===== src/rtl/eq_gain_ramp.sv =====
// Gain-ramp stage feeding the 8-band equalizer. Targets are written over a valid/ready port.
// Each sample tick starts a sweep that steps every band's working gain toward its target by at
// most STEP, one band per cycle. All bands are then committed to g_out in a single edge.
module eq_gain_ramp #(
  parameter int unsigned NUM_BANDS = 8,
  parameter int unsigned GAIN_W    = 8,
  parameter int unsigned STEP      = 1,
  parameter int          GAIN_MIN  = -64,
  parameter int          GAIN_MAX  = 63
) (
  input  logic                             clk,
  input  logic                             rst_n,
  input  logic                             wr_valid,
  output logic                             wr_ready,
  input  logic [$clog2(NUM_BANDS)-1:0]     wr_band,
  input  logic signed [GAIN_W-1:0]         wr_gain,
  input  logic                             sample_tick,
  output logic signed [GAIN_W-1:0]         g_out [NUM_BANDS],
  output logic                             busy,
  output logic                             done
);

  localparam int unsigned IdxW = $clog2(NUM_BANDS);
  localparam logic signed [GAIN_W-1:0] GainMin = GAIN_W'(GAIN_MIN);
  localparam logic signed [GAIN_W-1:0] GainMax = GAIN_W'(GAIN_MAX);
  localparam logic signed [GAIN_W:0]   StepW   = (GAIN_W + 1)'(STEP);

  typedef enum logic [1:0] {StIdle, StSweep, StCommit} state_e;

  state_e                   state_q;
  logic [IdxW-1:0]          idx_q;
  logic signed [GAIN_W-1:0] target_q [NUM_BANDS];
  logic signed [GAIN_W-1:0] target_d [NUM_BANDS];
  logic signed [GAIN_W-1:0] work_q   [NUM_BANDS];
  logic                     done_q;

  logic                     wr_hit;
  logic signed [GAIN_W-1:0] wr_clamped;
  logic                     pending_d;
  logic                     mismatch_q;
  logic signed [GAIN_W:0]   tgt_w, wrk_w, diff, sum;
  logic signed [GAIN_W-1:0] work_next;

  // Handshake and status outputs; wr_ready is forced low while reset is asserted.
  always_comb begin
    wr_ready = rst_n && (state_q == StIdle);
    busy     = mismatch_q || (state_q != StIdle);
    done     = done_q;
  end

  // Clamp the written gain and form the post-write target set.
  always_comb begin
    wr_hit = wr_valid && wr_ready && (32'(wr_band) < NUM_BANDS);
    if (wr_gain < GainMin) begin
      wr_clamped = GainMin;
    end else if (wr_gain > GainMax) begin
      wr_clamped = GainMax;
    end else begin
      wr_clamped = wr_gain;
    end
    target_d = target_q;
    if (wr_hit) begin
      target_d[wr_band] = wr_clamped;
    end
  end

  // Outstanding-work flags: against the new targets (tick decision) and the current ones.
  always_comb begin
    pending_d  = 1'b0;
    mismatch_q = 1'b0;
    for (int i = 0; i < int'(NUM_BANDS); i++) begin
      if (target_d[i] != work_q[i]) pending_d = 1'b1;
      if (target_q[i] != work_q[i]) mismatch_q = 1'b1;
    end
  end

  // One bounded step of the band under the sweep index; never passes the target.
  always_comb begin
    tgt_w = {target_q[idx_q][GAIN_W-1], target_q[idx_q]};
    wrk_w = {work_q[idx_q][GAIN_W-1], work_q[idx_q]};
    diff  = tgt_w - wrk_w;
    if (diff > StepW) begin
      sum = wrk_w + StepW;
    end else if (diff < -StepW) begin
      sum = wrk_w - StepW;
    end else begin
      sum = tgt_w;
    end
    work_next = GAIN_W'(sum);
  end

  // Sweep/commit FSM with all state and registered outputs.
  always_ff @(posedge clk) begin
    if (!rst_n) begin
      state_q <= StIdle;
      idx_q   <= '0;
      done_q  <= 1'b0;
      for (int i = 0; i < int'(NUM_BANDS); i++) begin
        target_q[i] <= '0;
        work_q[i]   <= '0;
        g_out[i]    <= '0;
      end
    end else begin
      done_q   <= 1'b0;
      target_q <= target_d;
      unique case (state_q)
        StIdle: begin
          if (sample_tick && pending_d) begin
            state_q <= StSweep;
            idx_q   <= '0;
          end
        end
        StSweep: begin
          work_q[idx_q] <= work_next;
          if (idx_q == IdxW'(NUM_BANDS - 1)) begin
            state_q <= StCommit;
          end else begin
            idx_q <= idx_q + IdxW'(1);
          end
        end
        StCommit: begin
          g_out   <= work_q;
          done_q  <= !mismatch_q;
          state_q <= StIdle;
        end
        default: state_q <= StIdle;
      endcase
    end
  end

endmodule


===== config.mk =====
export PLATFORM = sky130hd
export DESIGN_NAME = eq_gain_ramp
export DESIGN_NICKNAME = d
export VERILOG_FILES = /design/src/rtl/eq_gain_ramp.sv
export SDC_FILE = /design/constraint.sdc
export NUM_CORES = 1
export LEC_CHECK = 0
export ABC_AREA = 1
export BUFFER_PORTS_ARGS = -buffer_cell sky130_fd_sc_hd__buf_2
export CAP_MARGIN = 20
export CORE_UTILIZATION = 40
export CTS_CLUSTER_SIZE = 16
export DETAILED_ROUTE_END_ITERATION = 7
export PLACE_DENSITY = 0.58
export SYNTH_ARGS = -nofsm -noshare
export SYNTH_HDL_FRONTEND = slang
export SYNTH_SLANG_ARGS = --single-unit

===== constraint.sdc =====
create_clock -name clk -period 11.27 [get_ports clk]
set_input_delay 0.5635 -clock clk [delete_from_list [all_inputs] [get_ports clk]]
set_output_delay 0.5635 -clock clk [all_outputs]
set_load 0.005 [all_outputs]

# Yosys cells after proc, flatten, opt, wreduce, memory -nomap -nowiden
# Index checks and enable logic that the tools add are counted.
[word_totals]
output_inout_bits = 67
inputBits = 15
wordCells = 115
ff_bits = 198
[classes]
n_eq_ne = 22
n_addsub = 4
n_mux = 39
reduce_logical = 13
n_lt_le_gt_ge = 8
bitwise_logic = 2
[ops]
columns = ["operator", "count"]
rows = [
  ["bitwise mux 64 bit", 2],
  ["inequality test 8 bit", 16],
  ["two-way mux 8 bit", 10],
  ["two-way mux 64 bit", 1],
  ["binary-select mux 8 bit (select 3 bit)", 2],
  ["demux 8 bit (select 3 bit)", 2],
  ["two-way mux 1 bit", 16],
  ["greater-than comparator 9 x 2 -> 1 bit, second input constant", 1],
  ["less-than comparator 9 x 1 -> 1 bit, second input constant", 1],
  ["subtractor 8 x 8 -> 9 bit", 1],
  ["adder 8 x 2 -> 8 bit, second input constant", 1],
  [">= comparator 4 bit, second input constant", 2],
  ["greater-than comparator 8 x 7 -> 1 bit, second input constant", 1],
  ["less-than comparator 4 x 1 -> 1 bit, second input constant", 2],
  ["less-than comparator 8 x 7 -> 1 bit, second input constant", 1],
  ["NOT 3 -> 4 bit", 2],
  ["subtractor 8 x 2 -> 8 bit, second input constant", 1],
  ["two-way mux 3 bit", 2],
  ["case mux 3 bit (2 select lines)", 1],
  ["logical AND 1 bit", 5],
  ["two-way mux 2 bit", 2],
  ["inequality test 2 bit, second input constant", 2],
  ["case mux 2 bit (2 select lines)", 1],
  ["AND reduction 2 bit", 2],
  ["other kinds (10)", 11],
]

# Logic depth before layout (Yosys ltp)
[logic_depth]
depth_word = 19
mapped_depth = 27
ltp_nobuf = 26

# Least setup slack after synthesis
# OpenSTA, ideal clock, no wires.
[synth_path]
path_type = "reg2reg"
startpoint = "register idx_q[0]"
endpoint = "register work_q[20] (netlist name)"
stages_incl_launch_ff = 25
n_path_buf = 5
arrival_ns = 3.480
setup_time_ns = 0.109
synth_period_minus_slack_ns = 3.589
t_required_ns = 11.161
path_slack_ns = 7.681
path_cell_list = "dfxtp_1 -> buf_4 -> inv_2 -> buf_4 -> buf_6 -> buf_2 -> buf_2 -> a21oi_1 -> a221oi_1 -> ha_1 -> inv_1 -> fa_1 -> nand3_1 -> nand2_1 -> xor2_1 -> inv_1 -> nand2_1 -> nor3_1 -> nand4_1 -> nand2_1 -> inv_1 -> nand3_1 -> nand3_1 -> nand2_1 -> inv_1"
[synth_via]
elab_chain_len = 9
elab_cells_between_ends = 20
cone_classes = "add/sub: 3; order compare: 4; mux: 11; bitwise: 1; reduce/logical: 1"
[synth_rtl]
columns = ["item", "line_no", "rtl"]
rows = [
  ["start, declared", "31", "logic [IdxW-1:0] idx_q;"],
  ["start signal, assigned", "118", "idx_q <= idx_q + IdxW'(1);"],
  ["NOT 3 -> 4 bit (not written as such) (*)", "79, 80, 114", ""],
  ["binary-select mux 8 bit (select 3 bit) (on tied branches)", "79, 80", ""],
  ["two-way mux 8 bit (on tied branches) (2 in a row)", "79, 80", ""],
  ["subtractor 8 x 8 -> 9 bit", "81", "diff = tgt_w - wrk_w;"],
  ["less-than comparator 9 x 1 -> 1 bit", "84", "end else if (diff < -StepW) begin"],
  ["two-way mux 8 bit", "84", ""],
  ["two-way mux 8 bit", "82", "if (diff > StepW) begin"],
  ["bitwise mux 64 bit (*)", "114", "work_q[idx_q] <= work_next;"],
  ["end signal, assigned by index", "114", ""],
  ["end, declared", "34", "logic signed [GAIN_W-1:0] work_q [NUM_BANDS];"],
]
# Every way passes the cells marked *; elsewhere a longest branch is shown, timed or not. The select of a mux whose other input is x is not followed.
# A chain may end at the register's enable or synchronous reset.

# Worst setup path after layout
[layout_path]
startpoint = "register idx_q[1]"
endpoint = "register work_q[25] (netlist name)"
# The elaborated chain is that of the path after synthesis.

==> metrics.txt <==
CTS root buffer clkbuf_16; GPL Wtd Cong between 0.9 and 1; Synth Register Bits 198; Max IR drop VDD between 0.0001 and 0.00015 V; Slew Limit Fails 0; Mapped Cells 1820; Synth area leader dfxtp_1; Synthesized Nets between 1500 and 2000; final core occ 0.457; worst r2r src idx_q[1]; WL/cell 19.8 um; relative slew slack 0.328; num ports 82; die height around 170 um; Clock Power Share 0.341; nets@finish 1891; top-area cell type share of the netlist area 0.344; final hold vios 0; Ant. Diodes 0; area occupied by multi-input gates 6420 um^2; drt pass-1 iters 6; Yosys warnings 0; Pwr per Cell Area around 140 nW/um^2; max cap viols 0; largest net degree at the start of global routing ~130; Synth area leaders dfxtp_1 34%, nand2_1 16%, a21oi_1 8.9%; Post-Route Skew 0.0191 ns; Top cell by count, worst path nand2_1; Worst setup EP type flop; critical path class reg -> reg; Seq pwr share 0.393; final setup fails 0; HP Class reg -> reg; synthesized cell area roughly 12000 um^2; final HPWL from detailed placement ~32000 um; Sw Share 0.385; clk_lat worst skew 0.45 ns; sequential standard cell area just under 4000 um^2; final WL between 40000 and 50000 um; hold-fix buffers at CTS 0; H-tree levels 4; initial antenna violation count 0; Rows 61; Avg Inst Size Synth 6.34 um^2; area grow syn2layout 11.2%; Netlist cell types 44; die width between 150 and 200 um; Die ar. ~30000 um^2; min cycle time layout approximately 4.5 ns; Comb power frac 0.265; post-DR vias/cell ~5.5; CTS clk-pin slew, worst paths about 0.08 ns; CP startpoint idx_q[1]; CTS Buffer Depth 2; critical path required time ~12 ns; grt ovf 0; Worst Tran Pin Value 0.998 ns; core area around 28000 um^2; Initial Util 0.411; fill count between 3000 and 4000; vias in the first global route 11136; net load switching power a little over 700 uW; Worst path slowest cell dfxtp_1; RSZ-0062 raised after global routing no; setup TNS 0 ns; crit path max fanout 15; CP peak stage delay 0.54 ns; Initial DRC Count 1339; Critical Path AT 4.90 ns; Internal Power roughly 1.1 mW; clk sink count between 150 and 200; via count 12351; post-synthesis sequential area ratio 0.344; Crit path max-delay family simple AND/OR/NAND/NOR gates; setup bufs post-CTS 0; layout cell share with drive strength beyond 1 0.0949; CTS buffer count 17; DR DRC count 0; gr usage total 0.306; status finished clean; crit path cell chain nor2_2 -> inv_2 -> a21oi_1 -> o21ai_0 -> nand2_1 -> a221oi_1 -> ha_1 -> inv_1 -> fa_1 -> nand3_1 -> nand2_1 -> xor2_1 -> inv_1 -> nand2_1 -> nor3_1 -> nand4_1 -> nand2_1 -> inv_1 -> nand2_1 -> nand3_1 -> nand2_1 -> inv_1; hold path startpoint target_q[59]; PostCTS Resize Cnt 0; Peak Freq roughly 220 MHz; DRT antenna net count 0; fin crit share 0.403; P_leak 5.88 nW; CTS tree done; IO buf count about 80; first-pass GRT wire length 66600 um; WP buf/inv 5; CP startpoint kind flop
[final timing paths]
check,to,slack [ns],cells past startpoint
worst max-delay path,work_q[25],6.73,22
worst min-delay path,target_q[59],0.51,2
worst max register to register,work_q[25],6.73,22
worst min register to register,target_q[59],0.51,2
[worst register-to-register path, cell delays in order (launching register included)]
cell	delay, ns
dfxtp_1	0.54
nor2_2	0.16
inv_2	0.28
a21oi_1	0.07
o21ai_0	0.27
nand2_1	0.11
a221oi_1	0.32
ha_1	0.22
inv_1	0.06
fa_1	0.40
nand3_1	0.09
nand2_1	0.09
xor2_1	0.15
inv_1	0.07
nand2_1	0.05
nor3_1	0.17
nand4_1	0.15
nand2_1	0.29
inv_1	0.21
nand2_1	0.46
nand3_1	0.15
nand2_1	0.11
inv_1	0.04
[registers in the layout, indices dropped and copies added, names as in the netlist]
register  flops
g_out        64
done          1
state_q       2
idx_q         3
target_q     64
work_q       64
[cells by family (layout without fill, tap and decap cells)]
group           count (synthesis)  in the layout  synth area share
buf+inv                       293            349             0.101
simple gates                  850            850             0.313
xor+xnor                       50             50            0.0380
fa+ha+maj                      13             13            0.0148
compound gates                416            416             0.190
flops                         198            198             0.344
[cells in the final DEF (no fill, tap or decap), types with 4 or more instances in the layout]
cell	count
nor4_1	7
nor2_1	148
buf_4	12
o21ai_0	163
inv_2	10
buf_2	81
nor2_4	7
o211ai_1	8
xnor2_1	26
nand3_1	148
nor2_2	11
xor2_1	24
nand2_2	4
inv_1	210
a21oi_1	204
clkbuf_16	17
ha_1	12
dfxtp_1	198
nand2_1	483
nand3b_1	4
inv_8	4
o21bai_1	7
nand4_1	22
nor3_1	8
o21ai_2	4
o21ai_1	12
a21oi_2	8
[power groups by stage]
stage | registers [mW] | logic, mW | clock network (mW)
floorplan | 0.737 | 0.311 | 0
global placement | 0.743 | 0.478 | 0
detailed placement | 0.743 | 0.476 | 0
CTS | 0.726 | 0.477 | 0.636
global route | 0.729 | 0.524 | 0.661
finish | 0.727 | 0.491 | 0.632
[synth_stat cells (all sizes together)]
master and count:
a21boi 2, a21oi 212, a221oi 1, a22oi 1, and2 2, buf 20, clkbuf 51, clkinv 1
dfxtp 198, fa 1, ha 12, inv 221, nand2 487, nand3 152, nand3b 4, nand4 22
nor2 166, nor3 8, nor4 7, o211ai 8, o21ai 179, o21bai 8, o221ai 2, o22ai 1
o31a 1, o31ai 1, or2 2, xnor2 26, xor2 24
[cell type report]
type,instances,area share
clock buffer,18,0.0342
clock inverter,14,0.0118
timing repair buffer,95,0.0423
tap,378,0.0369
multi-input combinational,1329,0.501
sequential,198,0.309
inverter,222,0.0651
[through the flow]
| step | instances | hold WS (ns) | area [um^2] | power, mW | setup WS, ns |
|---|---|---|---|---|---|
| global placement | 2220 | 0.491 | 12200 | 1.22 | 6.77 |
| floorplan | 1820 | 0.461 | 11500 | 1.05 | 7.68 |
| CTS | 2252 | 0.510 | 12800 | 1.84 | 6.68 |
| finish | 2254 | 0.514 | 12800 | 1.85 | 6.73 |
| global route | 2254 | 0.549 | 12800 | 1.91 | 6.50 |
| detailed placement | 2220 | 0.498 | 12200 | 1.22 | 6.71 |
[per-layer routing]
| metal | share of wire | track usage | vias up |
|---|---|---|---|
| li1 | - | - | 5987 |
| met1 | 0.43 | 0.411 | 5715 |
| met2 | 0.44 | 0.476 | 542 |
| met3 | 0.085 | 0.0509 | 107 |
| met4 | 0.046 | 0.146 | 0 |
| met5 | 0 | 0 | - |
Power figures use the tool's default switching activity.
